`src/rtl/mp_irq_pkg.sv`:
```
// Shared types for the mp_irq generator/receiver pair: FSM state encoding,
// counter widths and the effective-width helper.
package mp_irq_pkg;

  localparam int unsigned CNT_W   = 32;
  localparam int unsigned RETRY_W = 8;

  typedef enum logic [2:0] {
    IDLE_ST    = 3'd0,
    QUALIFY_ST = 3'd1,
    PENDING_ST = 3'd2,
    RETRY_ST   = 3'd3,
    ERROR_ST   = 3'd4
  } irq_state_e;

  // A zero MIN_WIDTH falls back to the elaboration-time default.
  function automatic logic [CNT_W-1:0] eff_width(input logic [CNT_W-1:0] min_width,
                                                 input logic [CNT_W-1:0] dflt);
    if (min_width == {CNT_W{1'b0}}) begin
      return dflt;
    end else begin
      return min_width;
    end
  endfunction

endpackage

```
`src/rtl/mp_irq_edge_detect.sv`:
```
// Two-stage sampler for a same-clock input: registered copy of the line plus
// a one-cycle rising-edge pulse derived from it.
module mp_irq_edge_detect #(
  parameter logic RESET_VAL = 1'b0
) (
  input  logic clk,
  input  logic rst_n,
  input  logic sig_in,
  output logic sig_s,
  output logic rise_s
);

  logic samp_d;
  logic samp_q;
  logic samp_dly_q;

  always_comb begin
    samp_d = sig_in;
  end

  // Sample register and its one-cycle-delayed copy.
  always_ff @(posedge clk or negedge rst_n) begin
    if (!rst_n) begin
      samp_q     <= RESET_VAL;
      samp_dly_q <= RESET_VAL;
    end else begin
      samp_q     <= samp_d;
      samp_dly_q <= samp_q;
    end
  end

  assign sig_s  = samp_q;
  assign rise_s = samp_q & ~samp_dly_q;

endmodule

```
`src/rtl/mp_irq_receiver.sv`:
```
// Receiving end of the mp_irq interrupt line: width qualification, pending
// flag held until acknowledge, timeout-driven retry requests and error state.
module mp_irq_receiver
  import mp_irq_pkg::*;
#(
  parameter int unsigned DEFAULT_MIN_WIDTH = 1
) (
  input  logic               CLK,
  input  logic               RESETN,
  input  logic               IRQ_IN,
  input  logic               IRQ_ACK,
  input  logic [CNT_W-1:0]   MIN_WIDTH,
  input  logic [CNT_W-1:0]   TIMEOUT,
  input  logic [RETRY_W-1:0] RETRY_LIMIT,
  output logic               RETRY,
  output logic               IRQ_PENDING,
  output logic               ERROR,
  output logic [CNT_W-1:0]   IRQ_COUNT
);

  irq_state_e         state_d, state_q;
  logic [CNT_W-1:0]   width_cnt_d, width_cnt_q;
  logic [CNT_W-1:0]   tmo_cnt_d, tmo_cnt_q;
  logic [RETRY_W-1:0] retry_cnt_d, retry_cnt_q;
  logic [CNT_W-1:0]   irq_count_d, irq_count_q;
  logic               retry_d, retry_q;
  logic               pending_d, pending_q;
  logic               error_d, error_q;
  logic               irq_s;
  logic               rise_s;
  logic [CNT_W-1:0]   width_s;
  logic               pend_entry_s;
  logic               tmo_hit_s;

  mp_irq_edge_detect #(.RESET_VAL(1'b0)) u_edge (
    .clk    (CLK),
    .rst_n  (RESETN),
    .sig_in (IRQ_IN),
    .sig_s  (irq_s),
    .rise_s (rise_s)
  );

  assign width_s      = eff_width(MIN_WIDTH, CNT_W'(DEFAULT_MIN_WIDTH));
  assign tmo_hit_s    = (TIMEOUT != {CNT_W{1'b0}}) && (tmo_cnt_q == TIMEOUT - 32'd1);
  assign pend_entry_s = (state_d == PENDING_ST) && (state_q != PENDING_ST);

  // Next-state logic; ACK takes priority over a coincident timeout.
  always_comb begin
    state_d = state_q;
    case (state_q)
      IDLE_ST: begin
        if (rise_s) begin
          state_d = (width_s <= 32'd1) ? PENDING_ST : QUALIFY_ST;
        end else begin
          state_d = IDLE_ST;
        end
      end
      QUALIFY_ST: begin
        if (!irq_s) begin
          state_d = IDLE_ST;
        end else if (width_cnt_q == width_s - 32'd1) begin
          state_d = PENDING_ST;
        end else begin
          state_d = QUALIFY_ST;
        end
      end
      PENDING_ST: begin
        if (IRQ_ACK) begin
          state_d = IDLE_ST;
        end else if (tmo_hit_s) begin
          state_d = (retry_cnt_q < RETRY_LIMIT) ? RETRY_ST : ERROR_ST;
        end else begin
          state_d = PENDING_ST;
        end
      end
      RETRY_ST: state_d = IDLE_ST;
      ERROR_ST: begin
        if (IRQ_ACK) begin
          state_d = IDLE_ST;
        end else begin
          state_d = ERROR_ST;
        end
      end
      default: state_d = IDLE_ST;
    endcase
  end

  // Counter next values, decoded from current and next state.
  always_comb begin
    width_cnt_d = width_cnt_q;
    tmo_cnt_d   = tmo_cnt_q;
    retry_cnt_d = retry_cnt_q;
    irq_count_d = irq_count_q;
    if (state_q == IDLE_ST && rise_s) begin
      width_cnt_d = 32'd1;
    end else if (state_q == QUALIFY_ST && irq_s) begin
      width_cnt_d = width_cnt_q + 32'd1;
    end else begin
      width_cnt_d = width_cnt_q;
    end
    if (pend_entry_s) begin
      tmo_cnt_d   = 32'd0;
      irq_count_d = irq_count_q + 32'd1;
    end else if (state_q == PENDING_ST && state_d == PENDING_ST) begin
      tmo_cnt_d = tmo_cnt_q + 32'd1;
    end else begin
      tmo_cnt_d = tmo_cnt_q;
    end
    if (state_q == RETRY_ST) begin
      retry_cnt_d = retry_cnt_q + 8'd1;
    end else if ((state_q == PENDING_ST || state_q == ERROR_ST) && IRQ_ACK) begin
      retry_cnt_d = 8'd0;
    end else begin
      retry_cnt_d = retry_cnt_q;
    end
  end

  // Output flags are registered copies of the next-state decode.
  always_comb begin
    retry_d   = (state_d == RETRY_ST);
    pending_d = (state_d == PENDING_ST);
    error_d   = (state_d == ERROR_ST);
  end

  // State, counter and output registers.
  always_ff @(posedge CLK or negedge RESETN) begin
    if (!RESETN) begin
      state_q     <= IDLE_ST;
      width_cnt_q <= 32'd0;
      tmo_cnt_q   <= 32'd0;
      retry_cnt_q <= 8'd0;
      irq_count_q <= 32'd0;
      retry_q     <= 1'b0;
      pending_q   <= 1'b0;
      error_q     <= 1'b0;
    end else begin
      state_q     <= state_d;
      width_cnt_q <= width_cnt_d;
      tmo_cnt_q   <= tmo_cnt_d;
      retry_cnt_q <= retry_cnt_d;
      irq_count_q <= irq_count_d;
      retry_q     <= retry_d;
      pending_q   <= pending_d;
      error_q     <= error_d;
    end
  end

  assign RETRY       = retry_q;
  assign IRQ_PENDING = pending_q;
  assign ERROR       = error_q;
  assign IRQ_COUNT   = irq_count_q;

endmodule

```
`config.mk`:
```
export PLATFORM = sky130hd
export DESIGN_NAME = mp_irq_receiver
export DESIGN_NICKNAME = d
export VERILOG_FILES = /design/src/rtl/mp_irq_pkg.sv /design/src/rtl/mp_irq_edge_detect.sv /design/src/rtl/mp_irq_receiver.sv
export SDC_FILE = /design/constraint.sdc
export NUM_CORES = 1
export LEC_CHECK = 0
export ABC_AREA = 1
export BUFFER_PORTS_ARGS = -buffer_cell sky130_fd_sc_hd__buf_2
export CORE_MARGIN = 2
export CORE_UTILIZATION = 47
export CTS_BUF_LIST = sky130_fd_sc_hd__clkbuf_8
export DETAILED_ROUTE_END_ITERATION = 10
export GPL_TIMING_DRIVEN = 0
export PLACE_DENSITY = 0.68
export REMOVE_ABC_BUFFERS = 1
export SLEW_MARGIN = 10
export SYNTH_ARGS = -nofsm -noshare
export SYNTH_HDL_FRONTEND = slang
export SYNTH_SLANG_ARGS = --single-unit
```
`constraint.sdc`:
```
create_clock -name CLK -period 3.5 [get_ports CLK]
set_input_delay 0.525 -clock CLK [delete_from_list [all_inputs] [get_ports CLK]]
set_output_delay 0.525 -clock CLK [all_outputs]
set_load 0.05 [all_outputs]
```
* Word-level counts from Yosys, hierarchy flattened
Index checks and enable logic that the tools add are counted.
W data, S select, Z words.
** Operators by class
- Add/subtract/negate cells :: 6
- Magnitude comparators :: 2
- Equal/unequal tests :: 10
- Multiplexer cells :: 16
- Bitwise operators :: 2
- Reduce and logical (&&, ||, !) cells :: 13
** Operators with widths (number)
- $mux W32 :: 5
- $add A32 B1 Y32 const B :: 3
- $eq A32 B32 Y1 :: 2
- $sub A32 B1 Y32 const B :: 2
- $le A32 B1 Y1 const B :: 1
- $logic_not A32 Y1 :: 1
- $reduce_bool A32 Y1 :: 1
- $mux W8 :: 2
- $eq A3 B2 Y1 const B :: 4
- $mux W3 :: 4
- $pmux W3 S4 :: 1
- $add A8 B1 Y8 const B :: 1
- $lt A8 B8 Y1 :: 1
- $mux W2 :: 4
- $eq A3 B3 Y1 const B :: 2
- $logic_and A1 B1 Y1 :: 6
- $reduce_bool A2 Y1 :: 3
- $eq A3 B1 Y1 const B :: 1
- $logic_not A3 Y1 :: 1
- $ne A3 B2 Y1 const B :: 1
- $and A1 B1 Y1 :: 1
- $logic_or A1 B1 Y1 :: 1
- $not A1 Y1 :: 1
** Storage, ports and cells
- Flip-flop bits (word level) :: 112
- Output and inout port bits :: 35
- Word-level logic and storage cells :: 59

* Logic depth before layout (Yosys ltp)
- Word-level depth :: 11
- Gate-level depth with buffers :: 28

* By module
From an unflattened synthesis, not the netlist that was laid out.
** Unflattened totals
- Cells, all modules :: 1575
- Area total of the unflattened synthesis :: 9963.3 µm²
** By module, submodules not included
- mp_irq_receiver :: instances 1, cells each 1571, area each 9903.2 µm², seq. area each 2752.6 µm²
- mp_irq_edge_detect :: instances 1, cells each 4, area each 60.1 µm², seq. area each 50.0 µm²

* Least setup slack after synthesis
No wires, ideal clock.
- Path type :: input -> register
- From :: in MIN_WIDTH[18]
- To :: reg irq_count_q[27], in the netlist IRQ_COUNT[27]
- Setup time :: 120 ps
- Data arrival time :: 3219 ps
- Required time :: 3380 ps
- Slack :: 161 ps
- Stages on the path :: 28
- Path buffers :: 3
- Cells stage by stage :: nor2_1 -> nand2_1 -> nor2_1 -> nand2_1 -> nor2_1 -> nor2_2 -> buf_6 -> ha_1 -> nand2_2 -> nor2_4 -> nand2_1 -> inv_1 -> nand2_1 -> xor2_1 -> inv_1 -> nand2_1 -> nand2_1 -> nand3b_1 -> nor2_1 -> nand2_1 -> nor2_1 -> nand4_1 -> nand2_1 -> buf_4 -> buf_6 -> nand2_1 -> nand2_1 -> nand2_1
** Between the ends
- Word-level cells in the longest chain between the ends :: 9
- Elaborated cells on any way between the ends :: 12
- Classes of those cells :: 1 x add/sub; 1 x order compare; 2 x eq/ne; 6 x mux; 2 x reduce/logical
** RTL lines
- start: declaration :: line mp_irq_receiver.sv:12 : input logic [CNT_W-1:0] MIN_WIDTH,
- $logic_not A32 Y1 :: line mp_irq_pkg.sv:19 : if (min_width == {CNT_W{1'b0}}) begin
- $mux W32 (*) :: line mp_irq_pkg.sv:19
- $sub A32 B1 Y32 :: line mp_irq_receiver.sv:61 : end else if (width_cnt_q == width_s - 32'd1) begin
- $eq A32 B32 Y1 :: line mp_irq_receiver.sv:61
- $mux W2 :: line mp_irq_receiver.sv:61
- $mux W2 :: line mp_irq_receiver.sv:59 : if (!irq_s) begin
- $pmux W3 S4 (*) :: line mp_irq_receiver.sv:50 : case (state_q)
- $eq A3 B2 Y1 (*) :: line mp_irq_receiver.sv:45 : assign pend_entry_s = (state_d == PENDING_ST) && (state_q != PENDING_ST);
- $logic_and A1 B1 Y1 (*) :: line mp_irq_receiver.sv:45
- end signal: assignment :: line mp_irq_receiver.sv:141 : irq_count_q <= irq_count_d;
- end: declaration :: line mp_irq_receiver.sv:25 : logic [CNT_W-1:0] irq_count_d, irq_count_q;
Mark *: on every way between the ends. The rest lies on a longest branch, timed or not.
A chain may end at the register's enable or synchronous reset.

* Worst setup path after layout
- From :: in MIN_WIDTH[21]
- To :: reg irq_count_q[6], in the netlist IRQ_COUNT[6]
Same word-level chain as after synthesis.

==> flow_metrics.env <==
export IMPL_status="finished clean"
export IMPL_die_h_um=151
export IMPL_drc_errors=0
export IMPL_nets=1776
export IMPL_powerDensity_nw_per_um2=223
export IMPL_synth_edf_count=0
export IMPL_wire_per_inst_um=15.0
export IMPL_tightest_slew_ps=804
export IMPL_clkLatencyLatePin_ps=410
export IMPL_wirelength_mm=29.4
export IMPL_met2WireLength_mm=13.6
export IMPL_grt_pass1_vias=9723
export IMPL_required_ps=3860
export IMPL_r2r_cells=12
export IMPL_grt_ovfl_total=0
export IMPL_viasPerCell=5.30
export IMPL_ctsHtreeMaxLevel=3
export IMPL_path_class="in -> reg"
export IMPL_synthDistinctLibCells=52
export IMPL_maxCapViolations=0
export IMPL_syn_to_final_growth_pct=14.4
export IMPL_grt_util_all_layers_pct=26.2
export IMPL_yosysTopAreaCellShare_pct=27.6
export IMPL_reg2reg_from="state_q[0]$_DFF_PN0_"
export IMPL_p_leak_nw=5.47
export IMPL_crit_start="MIN_WIDTH[21]"
export IMPL_synthFlopType="dfrtp_1"
export IMPL_clock_skew_ps=15.1
export IMPL_ys_async_sr_fraction_pct=100
export IMPL_layout_setup_ws_ps=206
export IMPL_period_minus_slack_ps=3290
export IMPL_ir_drop_mv=0.153
export IMPL_initial_core_util_pct=48.2
export IMPL_num_io_pins=111
export IMPL_crit_path_frequent_cell="nor2_4"
export IMPL_worstPathBufferInverterCount=3
export IMPL_cts_sinks=112
export IMPL_antenna_found_initial=0
export IMPL_drt_iter0_markers=728
export IMPL_die_w_um=151
export IMPL_cpPeakStageDelay_ps=280
export IMPL_synth_compound_area_share_pct=7.97
export IMPL_highest_layer="met4"
export IMPL_synth_simple_gate_area_share_pct=40.9
export IMPL_slew_headroom_pct=45.9
export IMPL_avgSynthCellArea_um2=6.47
export IMPL_worstPathMaxFanout=10
export IMPL_synthXorXnorAreaFrac_pct=11.5
export IMPL_syn_cell_area_um2=10200
export IMPL_synth_fa_ha_area_share_pct=1.85
export IMPL_synth_top_family_by_area="simple AND/OR/NAND/NOR gates"
export IMPL_pre_cts_slack_ps=-1570
export IMPL_worst_path_stages=25
export IMPL_die_area_um2=22800
export IMPL_root_buffer="clkbuf_8"
export IMPL_clockBufferDepth=2
export IMPL_drive_above_1_share_pct=15.0
export IMPL_cts_tree="done"
export IMPL_ys_warn_count=0
export IMPL_synth_area_leaders="dfrtp_1, nand2_1, xor2_1, inv_1, nor2_1"
export IMPL_clk_pin_slew_ps=120
export IMPL_hpwl_mm=23.0
export IMPL_fmax_mhz=304
export IMPL_synth_cells=1571
export IMPL_rows=53
export IMPL_yosys_register_bits=112
export IMPL_start_kind="input port"
export IMPL_seq_area_frac_synth_pct=27.6
export IMPL_met1_length_mm=13.7
export IMPL_cts_buffers=9
export IMPL_finalHoldViolCount=0
export IMPL_vias=10400
export IMPL_ant_nets=0
export IMPL_met3_wirelength_mm=1.33
export IMPL_cp_endpoint="IRQ_COUNT[6]$_DFFE_PN0P_"
export IMPL_slowest_stage="bufbuf_16"
export IMPL_antenna_cells=0
export IMPL_drtPass1Iterations=6
export IMPL_reg2reg_slack_ps=420
export IMPL_grt_max_degree=75
export IMPL_hold_path_class="in -> async"
export IMPL_gp_congestion=0.972
export IMPL_synth_mux_area_share_pct=0
export IMPL_crit_arrival_ps=3650
export IMPL_r2r_end="tmo_cnt_q[30]$_DFFE_PN0P_"
export IMPL_grt_pass1_wl_mm=47.3
export IMPL_end_kind="flip-flop"
export IMPL_p_total_w=0.00259
export IMPL_setup_viol=0
export IMPL_io_buffers=110
export IMPL_crit_family="simple AND/OR/NAND/NOR gates"
export IMPL_slew_viol_final=0
export IMPL_utilization_pct=55.1
export IMPL_netlist_top_cell_by_area="dfrtp_1"
export IMPL_period_share_pct=94.1
export IMPL_design_core_area_um2=21100
==> placed cells by master, fill, tap and decap left out, types with 5 or more instances in the layout <==
cell type,synthesis,routed
nand2_4,0,5
nor2_1,214,200
nor3b_1,7,7
dfrtp_1,112,112
xnor2_1,28,28
nand2_2,9,15
nand4_1,50,50
a21oi_1,34,34
ha_1,15,14
nand2_1,392,380
or2_2,9,9
nor2_2,13,17
nand3b_1,16,16
buf_2,3,108
nor3_1,57,56
inv_1,217,217
nor2_4,5,15
o21ai_0,44,43
o21ai_1,12,12
buf_4,4,14
xor2_1,104,101
nor4_1,24,24
nand3_1,116,116
clkbuf_8,0,9
o21ai_2,20,21
==> how the worst min path moves through the flow <==
stage / start / end / slack (ps) / cells past startpoint
2_1_floorplan: RESETN / ERROR$_DFF_PN0_ / 230 / 0
3_3_place_gp: retry_cnt_q[7]$_DFFE_PN0P_ / retry_cnt_q[7]$_DFFE_PN0P_ / 460 / 1
3_5_place_dp: RESETN / width_cnt_q[31]$_DFFE_PN0P_ / 460 / 1
4_1_cts: RESETN / IRQ_COUNT[30]$_DFFE_PN0P_ / 10 / 1
5_1_grt: RESETN / IRQ_COUNT[30]$_DFFE_PN0P_ / 20 / 1
6_report: RESETN / width_cnt_q[31]$_DFFE_PN0P_ / 6 / 1
==> flip-flops by register name (all words and copies together), names as in the netlist <==
register	flops
width_cnt_q	32
state_q	3
u_edge.sig_s	1
retry_cnt_q	8
tmo_cnt_q	32
u_edge.samp_dly_q	1
IRQ_COUNT	32
ERROR	1
IRQ_PENDING	1
RETRY	1
==> logic make-up after synthesis <==
family / Yosys count
flops: 112
compound gates: 133
xor+xnor: 133
buf+inv: 252
fa+ha+maj: 15
simple gates: 926
==> where the power goes <==
| group | switching, W | leakage (nW) | internal, W |
|---|---|---|---|
| clock | 0.000504 | 0.108 | 0.000341 |
| combinational | 0.000270 | 3.91 | 0.000152 |
| sequential | 0.0000140 | 1.45 | 0.00131 |
| total | 0.000788 | 5.47 | 0.00180 |
==> cells in the mapped netlist (2+ instances only) <==
master / n
nand3b_1: 16
or2_1: 2
a31oi_1: 2
xnor2_1: 28
buf_2: 3
nor2_2: 13
o21ai_2: 20
nor3_1: 57
a21oi_1: 34
clkbuf_1: 16
buf_6: 8
nand3_1: 116
nand3_2: 5
o21ai_1: 12
nand2_1: 392
nor3b_1: 7
o22ai_1: 2
nor4_1: 24
inv_1: 217
buf_4: 4
ha_1: 15
o21a_1: 4
xor2_1: 104
dfrtp_1: 112
inv_2: 2
nor2_4: 5
a211oi_1: 4
o21ai_0: 44
nor3_2: 2
nor2_1: 214
nand2_2: 9
or2_2: 9
nand4_1: 50
==> metal layers <==
| metal | vias up | global-route usage, % |
|---|---|---|
| met1 | 4810 | 35.8 |
| met2 | 275 | 43.3 |
| met3 | 56 | 2.74 |
| met4 | 0 | 8.69 |
| li1 | 5277 | - |
| met5 | - | 0 |
==> per-stage QoR <==
step	cell area (um2)	hold slack (ps)	TNS [ps]	cells
6_report	11600	6.47	0	1965
5_1_grt	11600	18.4	-59.7	1965
4_1_cts	11400	11.4	0	1958
3_5_place_dp	11000	457	-93920	1929
3_3_place_gp	10800	462	-193980	1923
2_1_floorplan	9950	229	-61160	1538
==> what timing repair did <==
item / in CTS / in global routing
buffers inserted: 10 / 6
gates resized for setup: 28 / 30
hold buffers: 0 / 0
cloned: 3 / 1
pin swaps: 10 / 12
endpoints found under the setup margin: 65 / 65
==> final cells by class <==
| cell class | count | area, um2 |
|---|---|---|
| flip-flops and latches | 112 | 2800 |
| fillers | 2182 | 9470 |
| clock inverters | 7 | 76.3 |
| multi-input cells | 1209 | 6590 |
| inverters | 219 | 822 |
| well taps | 275 | 344 |
| clock buffers | 9 | 124 |
| repair buffers | 134 | 865 |
Power figures use the tool's default switching activity.
